`src/rtl/dac_seq_pkg.sv`:
```
// rtl/dac_seq_pkg.sv - phase encoding, sizing constants and table helpers for the DAC ramp sequencer
package dac_seq_pkg;

    localparam int MAX_STEPS_DEF = 10;
    localparam int CODE_W_DEF    = 8;
    localparam int ENTRY_W       = 8;
    localparam int IDX_W         = 4;
    localparam int DWELL_W       = 16;
    // Widest table a 4-bit index can address; narrower tables are zero-extended to this.
    localparam int TBL_MAX_W     = ENTRY_W * (1 << IDX_W);

    localparam logic [1:0] PH_IDLE = 2'b00;
    localparam logic [1:0] PH_UP   = 2'b01;
    localparam logic [1:0] PH_DOWN = 2'b10;

    function automatic logic [ENTRY_W-1:0] tbl_slice(input logic [TBL_MAX_W-1:0] tbl,
                                                     input logic [IDX_W-1:0]     k);
        logic [TBL_MAX_W-1:0] shifted;
        shifted = tbl >> {k, 3'b000};
        return shifted[ENTRY_W-1:0];
    endfunction

    function automatic logic [IDX_W-1:0] clamp_count(input logic [7:0] n, input int max_steps);
        return (int'(n) > max_steps) ? IDX_W'(max_steps) : n[IDX_W-1:0];
    endfunction

endpackage

```
`src/rtl/step_tick_gen.sv`:
```
// rtl/step_tick_gen.sv - dwell prescaler: pulses tick once every dwell+1 cycles while not cleared
module step_tick_gen
    import dac_seq_pkg::*;
(
    input  logic               sclk,
    input  logic               rst,
    input  logic               clear,
    input  logic [DWELL_W-1:0] dwell,
    output logic               tick
);

    logic [DWELL_W-1:0] cnt;

    assign tick = (cnt == dwell);

    always_ff @(posedge sclk or posedge rst) begin
        if (rst) begin
            cnt <= '0;
        end else if (clear || tick) begin
            cnt <= '0;
        end else begin
            cnt <= cnt + 1'b1;
        end
    end

endmodule

```
`src/rtl/dac_ramp_sequencer.sv`:
```
// rtl/dac_ramp_sequencer.sv - table-driven up/down DAC ramp with per-period snapshot, dwell and abort
module dac_ramp_sequencer
    import dac_seq_pkg::*;
#(
    parameter int MAX_STEPS = MAX_STEPS_DEF,
    parameter int CODE_W    = CODE_W_DEF
) (
    input  logic                           sclk,
    input  logic                           rst,
    input  logic [ENTRY_W*MAX_STEPS-1:0]   up_tbl,
    input  logic [ENTRY_W*MAX_STEPS-1:0]   down_tbl,
    input  logic [7:0]                     up_states,
    input  logic [7:0]                     down_states,
    input  logic [CODE_W-1:0]              idle_code,
    input  logic [7:0]                     divider,
    input  logic [7:0]                     divider2,
    input  logic                           enable,
    input  logic                           reconfig,
    output logic [CODE_W-1:0]              dac_code,
    output logic                           dac_wr,
    output logic [1:0]                     phase,
    output logic [IDX_W-1:0]               step_idx,
    output logic                           period_done,
    output logic                           cfg_err
);

    localparam int TBL_W = ENTRY_W * MAX_STEPS;

    logic [TBL_W-1:0]   up_s, dn_s;
    logic [IDX_W-1:0]   nu_s, nd_s;
    logic [DWELL_W-1:0] dwell_s;
    logic               armed;

    logic [IDX_W-1:0]   nu_in, nd_in, idx_inc;
    logic               start_ok, running, tick;
    logic [1:0]         start_phase;
    logic [CODE_W-1:0]  start_code, up_next_code, dn_next_code, dn_first_code;

    logic [1:0]         ph_n;
    logic [IDX_W-1:0]   idx_n;
    logic [CODE_W-1:0]  code_n;
    logic               wr_n, pd_n, err_n, armed_n;
    logic               try_start, go_idle;

    assign nu_in    = clamp_count(up_states, MAX_STEPS);
    assign nd_in    = clamp_count(down_states, MAX_STEPS);
    assign start_ok = (nu_in != '0) || (nd_in != '0);
    assign running  = (phase == PH_UP) || (phase == PH_DOWN);
    assign idx_inc  = step_idx + 1'b1;

    assign start_phase   = (nu_in != '0) ? PH_UP : PH_DOWN;
    assign start_code    = (nu_in != '0) ? CODE_W'(up_tbl[ENTRY_W-1:0])
                                         : CODE_W'(down_tbl[ENTRY_W-1:0]);
    assign up_next_code  = CODE_W'(tbl_slice(TBL_MAX_W'(up_s), idx_inc));
    assign dn_next_code  = CODE_W'(tbl_slice(TBL_MAX_W'(dn_s), idx_inc));
    assign dn_first_code = CODE_W'(dn_s[ENTRY_W-1:0]);

    // Counter is held at zero whenever no period is running, so every period's first step gets a full dwell.
    step_tick_gen u_step_tick_gen (
        .sclk  (sclk),
        .rst   (rst),
        .clear (!running),
        .dwell (dwell_s),
        .tick  (tick)
    );

    always_comb begin
        ph_n      = phase;
        idx_n     = step_idx;
        code_n    = dac_code;
        wr_n      = 1'b0;
        pd_n      = 1'b0;
        err_n     = cfg_err;
        armed_n   = armed;
        try_start = 1'b0;
        go_idle   = 1'b0;

        case (phase)
            PH_IDLE: begin
                // The first idle cycle after reset always writes, even if idle_code happens to equal 0.
                code_n  = idle_code;
                wr_n    = (idle_code != dac_code) || !armed;
                armed_n = 1'b1;
                if (armed) begin
                    if (!enable) begin
                        err_n = 1'b0;
                    end else if (!start_ok) begin
                        err_n = 1'b1;
                    end else if (!reconfig) begin
                        try_start = 1'b1;
                    end
                end
            end
            PH_UP, PH_DOWN: begin
                if (reconfig) begin
                    go_idle = 1'b1;
                end else if (tick) begin
                    if (phase == PH_UP && step_idx != nu_s - 1'b1) begin
                        idx_n  = idx_inc;
                        code_n = up_next_code;
                        wr_n   = 1'b1;
                    end else if (phase == PH_UP && nd_s != '0) begin
                        ph_n   = PH_DOWN;
                        idx_n  = '0;
                        code_n = dn_first_code;
                        wr_n   = 1'b1;
                    end else if (phase == PH_DOWN && step_idx != nd_s - 1'b1) begin
                        idx_n  = idx_inc;
                        code_n = dn_next_code;
                        wr_n   = 1'b1;
                    end else begin
                        pd_n = 1'b1;
                        if (enable && start_ok) begin
                            try_start = 1'b1;
                        end else begin
                            go_idle = 1'b1;
                        end
                    end
                end
            end
            default: go_idle = 1'b1;
        endcase

        if (try_start) begin
            ph_n   = start_phase;
            idx_n  = '0;
            code_n = start_code;
            wr_n   = 1'b1;
            err_n  = 1'b0;
        end
        if (go_idle) begin
            ph_n   = PH_IDLE;
            idx_n  = '0;
            code_n = idle_code;
            wr_n   = 1'b1;
        end
    end

    always_ff @(posedge sclk or posedge rst) begin
        if (rst) begin
            phase       <= PH_IDLE;
            step_idx    <= '0;
            dac_code    <= '0;
            dac_wr      <= 1'b0;
            period_done <= 1'b0;
            cfg_err     <= 1'b0;
            armed       <= 1'b0;
            up_s        <= '0;
            dn_s        <= '0;
            nu_s        <= '0;
            nd_s        <= '0;
            dwell_s     <= '0;
        end else begin
            phase       <= ph_n;
            step_idx    <= idx_n;
            dac_code    <= code_n;
            dac_wr      <= wr_n;
            period_done <= pd_n;
            cfg_err     <= err_n;
            armed       <= armed_n;
            if (try_start) begin
                up_s    <= up_tbl;
                dn_s    <= down_tbl;
                nu_s    <= nu_in;
                nd_s    <= nd_in;
                dwell_s <= {divider2, divider};
            end
        end
    end

endmodule

```
`config.mk`:
```
export PLATFORM = sky130hd
export DESIGN_NAME = dac_ramp_sequencer
export DESIGN_NICKNAME = d
export VERILOG_FILES = /design/src/rtl/dac_seq_pkg.sv /design/src/rtl/step_tick_gen.sv /design/src/rtl/dac_ramp_sequencer.sv
export SDC_FILE = /design/constraint.sdc
export NUM_CORES = 1
export LEC_CHECK = 0
export ABC_AREA = 1
export BUFFER_PORTS_ARGS = -buffer_cell sky130_fd_sc_hd__buf_2
export CORE_ASPECT_RATIO = 1.5
export CORE_MARGIN = 2
export CORE_UTILIZATION = 45
export DETAILED_ROUTE_END_ITERATION = 10
export PLACE_DENSITY = 0.69
export SYNTH_ARGS = -nofsm -noshare
export SYNTH_HDL_FRONTEND = slang
export SYNTH_SLANG_ARGS = --single-unit
```
`constraint.sdc`:
```
create_clock -name sclk -period 5.85 [get_ports sclk]
set_input_delay 0.2925 -clock sclk [delete_from_list [all_inputs] [get_ports sclk]]
set_output_delay 0.2925 -clock sclk [all_outputs]
set_load 0.02 [all_outputs]
```
==> flow_summary.toml, run 1 <==
[run_status]
status = "finished, violations left"
violations = "hold timing"

[sta]
finalClockSkew_ps = 13.4
hold_ws_ps = -1.12
tightest_slew_ps = 981
rsz0062_at_grt = "false"
min_period_over_period_pct = 65.3
final.min_clock_period_ps = 3820
setup_viol = 0
maxSlewHeadroom_pct = 34.6
setup_tns_ps = 0
fmax_mhz = 262
hold_violations = 1
setup_ws_ps = 2030
maxSlewViolCount = 0

[routing]
drtPass1Iterations = 5
antenna_left = 0
vias_per_cell = 4.92
wl_per_cell_microns = 15.1
vias = 10900
drc = 0
totalWireLength_microns = 33600
dr.first_iter.drc_count = 754

[synthesis]
async_reset_ff_share_pct = 100
synth_area_leader_cell = "dfrtp_1"
yosys-top-cells-area = "dfrtp_1, nand2_1, inv_1"
syn_avg_cell_area_sq_um = 7.29
synth_nets = 1834
syn_inst = 1621
ys.flop_type = "dfrtp_1"
ys_top_cells_by_count = "nand2_1, dfrtp_1, inv_1"
ys_seq_area_share_pct = 46.2
yosys.cell_count.top_type = "nand2_1"
syn_area_sq_um = 11800
synth_edf_count = 0
synthDominantCellAreaShare_pct = 46.2
ys_types = 47
synth_warnings = 0
ys_ff_latch = 218

[power_and_ir_drop]
leakage_nw = 7.58
powerDensity_nw_per_um2 = 451
power_mw = 6.50
vdd_drop_max_mv = 0.335

[critical_path]
r2r_start = "phase[0]"
cp_slowest_stage_delay_ps = 650
path_cells = "inv_1 -> ha_1 -> clkinv_1 -> nor2_1 -> inv_1 -> nor2_2 -> nand2_2 -> nand2_4 -> nand2_4 -> inv_8 -> buf_4 -> nand2_1 -> nand2_1 -> a21oi_1"
worst-r2r-setup-slack_ps = 2030
startpoint_type = "register"
cp_max_fo = 150
cpMaxStageDelayCell = "inv_8"
worstPathArrival_ps = 4220
critical_path_required_ps = 6240
rr_worst_depth = 14
critPathKind = "register to register"
end_kind = "register"
r2r-end = "phase[1]"

[layout]
fin_nets = 2083
area_growth_pct = 21.9
fin_area_sq_um = 14400
utilization_pct = 55.7
fillers = 2440
drive_gt1_share_pct = 16.8

[floorplanning]
ios = 221
row_count = 72
die_x_microns = 136
die_h_microns = 202
initial_utilization_pct = 45.7
coreArea_sq_um = 25900
fp.dieArea_sq_um = 27600

[cts]
insertion_delay_ps = 510
cts_sinks = 218
numCtsBuffers = 23
h-tree-depth = 1
cts_tree = "yes"
path_clk_slew_ps = 60
clk_path_buf_depth = 3
root_buffer = "clkbuf_16"
post_cts_resize_count = 0

[placed_design]
place_area_sq_um = 12900
hpwl_microns = 23500
portBuffers = 220
place_congestion = 0.891
dp_slack_ps = 1970

[global_routing]
grt_pass1_vias = 11100
grt_pass1_wl_microns = 54400
antenna_found_initial = 6
grt_usage_pct = 24.8
grt-ovfl-total = 0
grt_max_degree = 151

[flow_run]
max_cap_violations = 0

[worst_hold_path]
hold_path.class = "input pin to asynchronous set/reset pin"
state kept, by name (all words and copies together) (netlist names):
name	count
armed	1
u_step_tick_gen.cnt	16
up_s	80
dwell_s	16
dac_wr	1
phase	2
dn_s	80
cfg_err	1
nu_s	4
nd_s	4
step_idx	4
period_done	1
dac_code	8
final cells by class:
| type | count | area [sq um] | area share [%] |
|---|---|---|---|
| flip-flops and latches | 218 | 5460 | 37.9 |
| multi-input cells | 1173 | 5230 | 36.3 |
| repair buffers | 299 | 1890 | 13.1 |
| clock buffers | 35 | 711 | 4.93 |
| inverters | 155 | 593 | 4.12 |
| well taps | 333 | 417 | 2.89 |
| clock inverters | 5 | 104 | 0.721 |
| diodes | 3 | 7.51 | 0.0521 |
through the flow:
step / cells / hold slack [ps]
after global routing: 2219 / 9.20
after global placement: 2109 / 459
final: 2221 / -1.12
after CTS: 2218 / 0.541
after floorplan: 1621 / 401
after detailed placement: 2109 / 463
critical path: cells and delay by family, from the launching register on:
family,cells,cell delay [ps]
buffers and inverters,5,1660
DFF,1,440
adders and majority gates,1,350
and+or+nand+nor,7,1190
AOI/OAI and AO/OA,1,50
timing repair:
item                       in CTS  in global routing
hold endpoints to repair       69                  0
setup buffers                   0                  0
hold buffers                   69                  0
setup endpoints to repair       0                  0
layout by cell type (no fill, tap or decap), drive strengths merged, types with 3 or more instances in the layout:
cell | netlist | final
o22ai | 3 | 3
nor3b | 6 | 6
ha | 9 | 9
dlygate4sd3 | 0 | 69
dfrtp | 218 | 218
o211ai | 4 | 4
nor3 | 9 | 9
bufinv | 0 | 3
nand3b | 3 | 3
nand2 | 696 | 696
inv | 154 | 153
nor2 | 146 | 146
nand4 | 4 | 4
clkinv | 1 | 3
xnor2 | 8 | 8
o21ai | 133 | 133
nand3 | 101 | 101
buf | 65 | 230
clkbuf | 10 | 35
diode | 0 | 3
xor2 | 18 | 18
a21oi | 20 | 20
report_power, final:
part	internal, mW	total, mW	switching (mW)
sequential	2.17	2.49	0.314
clock	0.966	1.57	0.604
combinational	0.873	2.44	1.57
total	4.01	6.50	2.49
cell families after synthesis:
group / Yosys count / synth area share, %
fa+ha+maj: 9 / 0.953
buf+inv: 230 / 9.64
mux: 1 / 0.0847
flops: 218 / 46.2
compound gates: 165 / 7.74
simple gates: 972 / 33.4
xor+xnor: 26 / 1.99
worst max path at each step:
| stage | start | end | slack (ps) | cells after the start |
|---|---|---|---|---|
| 2_1_floorplan | rst | armed | 2720 | 1 |
| 3_3_place_gp | step_idx[0] | phase[1] | 2030 | 18 |
| 3_5_place_dp | phase[0] | phase[1] | 1970 | 14 |
| 4_1_cts | phase[0] | nu_s[1] | 1940 | 13 |
| 5_1_grt | phase[0] | nd_s[1] | 1460 | 13 |
| 6_report | phase[0] | phase[1] | 2030 | 14 |
metal layers:
metal  part of all wire (%)  track usage (%)  up-vias
li1                       -                -     5515
met3                    5.5             3.87       90
met1                     40             30.0     4989
met2                     50             43.5      320
met5                   0.11                0        -
met4                    4.2             10.2        6
(Power assumes the default switching activity.)
==> inputs of run 2 (changes only) <==
ABC_AREA = 0   (was 1)
PLACE_DENSITY = 0.68   (was 0.69)
clock period = 4 ns   (was 5.85 ns; I/O delays follow)
==> run 2 against run 1 <==
Against the previous run: the flow now finishes without violations; largest cell class unchanged; critical path type unchanged; total power is 44% higher; via count is 25% lower; core utilization is 7.4 points higher; worst hold slack better by 13 ps; non-clock buffer count is 122 higher; first-iteration DRC count is 48% lower; routed wire length is 10% lower; critical path depth is 3 lower.
==> flow_summary.toml, run 2 <==
[layout]
layout_commonest_cell = "buf_2"
top_regs = "dn_s: 80 flops, up_s: 80 flops"
area_growth_pct = 38.8
fin_area_sq_um = 14900
stdcell_count = 1538
final_cell_mix = "buf_2, dfrtp_1, dlygate4sd3_1, mux2_2, mux2i_1"
fin_nets = 1414
drive_gt1_share_pct = 40.8

[sta]
hold_ws_ps = 12.1
min_period_over_period_pct = 86.7
maxSlewHeadroom_pct = 43.7
setup_ws_ps = 531
setup_viol = 0
fmax_mhz = 288
tightest_slew_ps = 843
setup_tns_ps = 0
rsz0062_at_grt = "false"
maxSlewViolCount = 0
finalClockSkew_ps = 18.6
final.min_clock_period_ps = 3470
hold_violations = 0

[run_status]
status = "complete, no violations"

[placed_design]
place_congestion = 0.916
place_inst = 1306
place_area_sq_um = 12100
hpwl_microns = 19400
portBuffers = 220
dp_slack_ps = 801

[cts]
root_buffer = "clkbuf_16"
numCtsBuffers = 23
insertion_delay_ps = 530
post-cts-setup-buffers = 0
path_clk_slew_ps = 60
h-tree-depth = 1
post_cts_resize_count = 0
cts_tree = "yes"
clk_path_buf_depth = 3
cts_sinks = 218

[routing]
maxUsedRoutingLayer = "met5"
drc = 0
dr_wl_met3_microns = 1470
drtPass1Iterations = 5
vias = 8172
antenna_left = 0
wl_per_cell_microns = 19.6
vias_per_cell = 5.31
totalWireLength_microns = 30200
met2_wirelength_microns = 15900
met1_length_microns = 11600
dr.first_iter.drc_count = 390

[critical_path]
critPathKind = "register to register"
worstPathArrival_ps = 3910
critical_path_required_ps = 4440
path_cells = "inv_1 -> ha_1 -> or3b_2 -> nand2_2 -> nand2_1 -> and4b_4 -> o21a_4 -> buf_4 -> nand4_1 -> dlygate4sd3_1 -> o21ai_0"
end_kind = "register"
cpMaxStageDelayCell = "dlygate4sd3_1"
worst-r2r-setup-slack_ps = 530
cp_max_fo = 33
startpoint_type = "register"
critPathLaunch = "nd_s[0]"
r2r_start = "nd_s[0]"
cp_slowest_stage_delay_ps = 580

[power_and_ir_drop]
powerDensity_nw_per_um2 = 629
combPwrFrac_pct = 33.7
clockPowerShare_pct = 25.5
power.switching_mw = 2.93
seq_power_share_pct = 40.9
leakage_nw = 6.33
internal-power_mw = 6.43
vdd_drop_max_mv = 0.500
p_sw_share_pct = 31.3

[synthesis]
ys_ff_latch = 218
yosys.cell_count.top_type = "dfrtp_1"
ys_seq_area_share_pct = 50.9
syn_avg_cell_area_sq_um = 13.4
ys_top_cells_by_count = "dfrtp_1, mux2_2, mux2i_1"
yosys-top-cells-area = "dfrtp_1, mux2_2, mux4_2"
async_reset_ff_share_pct = 100
syn_inst = 798
synthDominantCellAreaShare_pct = 50.9
syn_area_sq_um = 10700
ys_types = 55
ys.flop_type = "dfrtp_1"
synth_edf_count = 0
synth_area_leader_cell = "dfrtp_1"
synth_warnings = 0
synth_nets = 1011

[global_routing]
grt_max_degree = 94
grt_usage_pct = 24.1
grt_pass1_wl_microns = 46700
antenna_found_initial = 1
grt_pass1_vias = 8774
grt-ovfl-total = 0

[flow_run]
max_cap_violations = 0

[worst_hold_path]
holdCritStartpoint = "down_states[1]"
hold_path.class = "input pin to register"

[floorplanning]
die_h_microns = 193
coreArea_sq_um = 23600
fp.dieArea_sq_um = 25100
initial_utilization_pct = 45.5
row_count = 69
ios = 221
die_x_microns = 130
-- run 2: per-layer routing --
| layer | vias to the layer above | global-route usage [%] |
|---|---|---|
| met5 | - | 0 |
| met4 | 2 | 10.2 |
| met3 | 73 | 4.11 |
| met2 | 248 | 42.6 |
| met1 | 4107 | 29.0 |
| li1 | 3742 | - |
-- run 2: cell families (layout without fill, tap and decap cells) --
group	count (synthesis)	in the layout	share of synthesized area, %
DFF	218	218	50.9
xor gates and xnor gates	48	48	4.19
buffers and inverters	58	478	2.88
other	0	1	0
muxes	256	256	29.8
adders and majority gates	9	9	1.05
AOI/OAI and AO/OA	80	80	5.13
and+or+nand+nor	129	129	6.09
-- run 2: power by group through the flow --
| stage | Combinational [mW] | Sequential (mW) | Clock (mW) |
|---|---|---|---|
| after floorplan | 2.28 | 3.67 | 0 |
| after global placement | 2.93 | 3.77 | 0 |
| after global routing | 3.42 | 3.94 | 2.51 |
| after detailed placement | 2.98 | 3.82 | 0 |
| after CTS | 3.14 | 3.78 | 2.42 |
| final | 3.15 | 3.82 | 2.38 |
-- run 2: cell type report --
class / instances / area [sq um]
Antenna cell: 1 / 2.50
Timing Repair Buffer: 421 / 3130
Tap cell: 319 / 399
Fill cell: 1737 / 8690
Clock buffer: 31 / 646
Multi-Input combinational cell: 522 / 4980
Inverter: 15 / 60.1
Sequential cell: 218 / 5460
Clock inverter: 11 / 201
-- run 2: what timing repair did --
action                     4_1_cts  5_1_grt
hold buffers                   189        0
hold endpoints to repair       219        0
setup endpoints to repair        0        0
-- run 2: worst max-delay path: cells and delay by family (launching register included) --
kind / cells / cell delay [ps]
AND/OR/NAND/NOR: 5 / 1320
buffers and inverters: 3 / 1110
flip-flops: 1 / 410
AO/OA/AOI/OAI: 2 / 380
adder cells (fa/ha/maj): 1 / 140
-- run 2: path summary, 6_finish.rpt --
kind | endpoint | cells past startpoint
hold reg to reg | up_s[58] | 1
hold / removal | nd_s[1] | 3
setup / recovery | nu_s[0] | 11
max in group asynchronous | dn_s[35] | 4
setup reg to reg | nu_s[0] | 11
min in group asynchronous | dwell_s[7] | 3
-- run 2: metrics by stage --
stage / utilization, % / power (mW)
2_1_floorplan: - / 5.95
3_3_place_gp: 51.5 / 6.70
3_5_place_dp: 51.5 / 6.80
4_1_cts: 63.1 / 9.34
5_1_grt: 63.1 / 9.87
6_report: 63.1 / 9.36
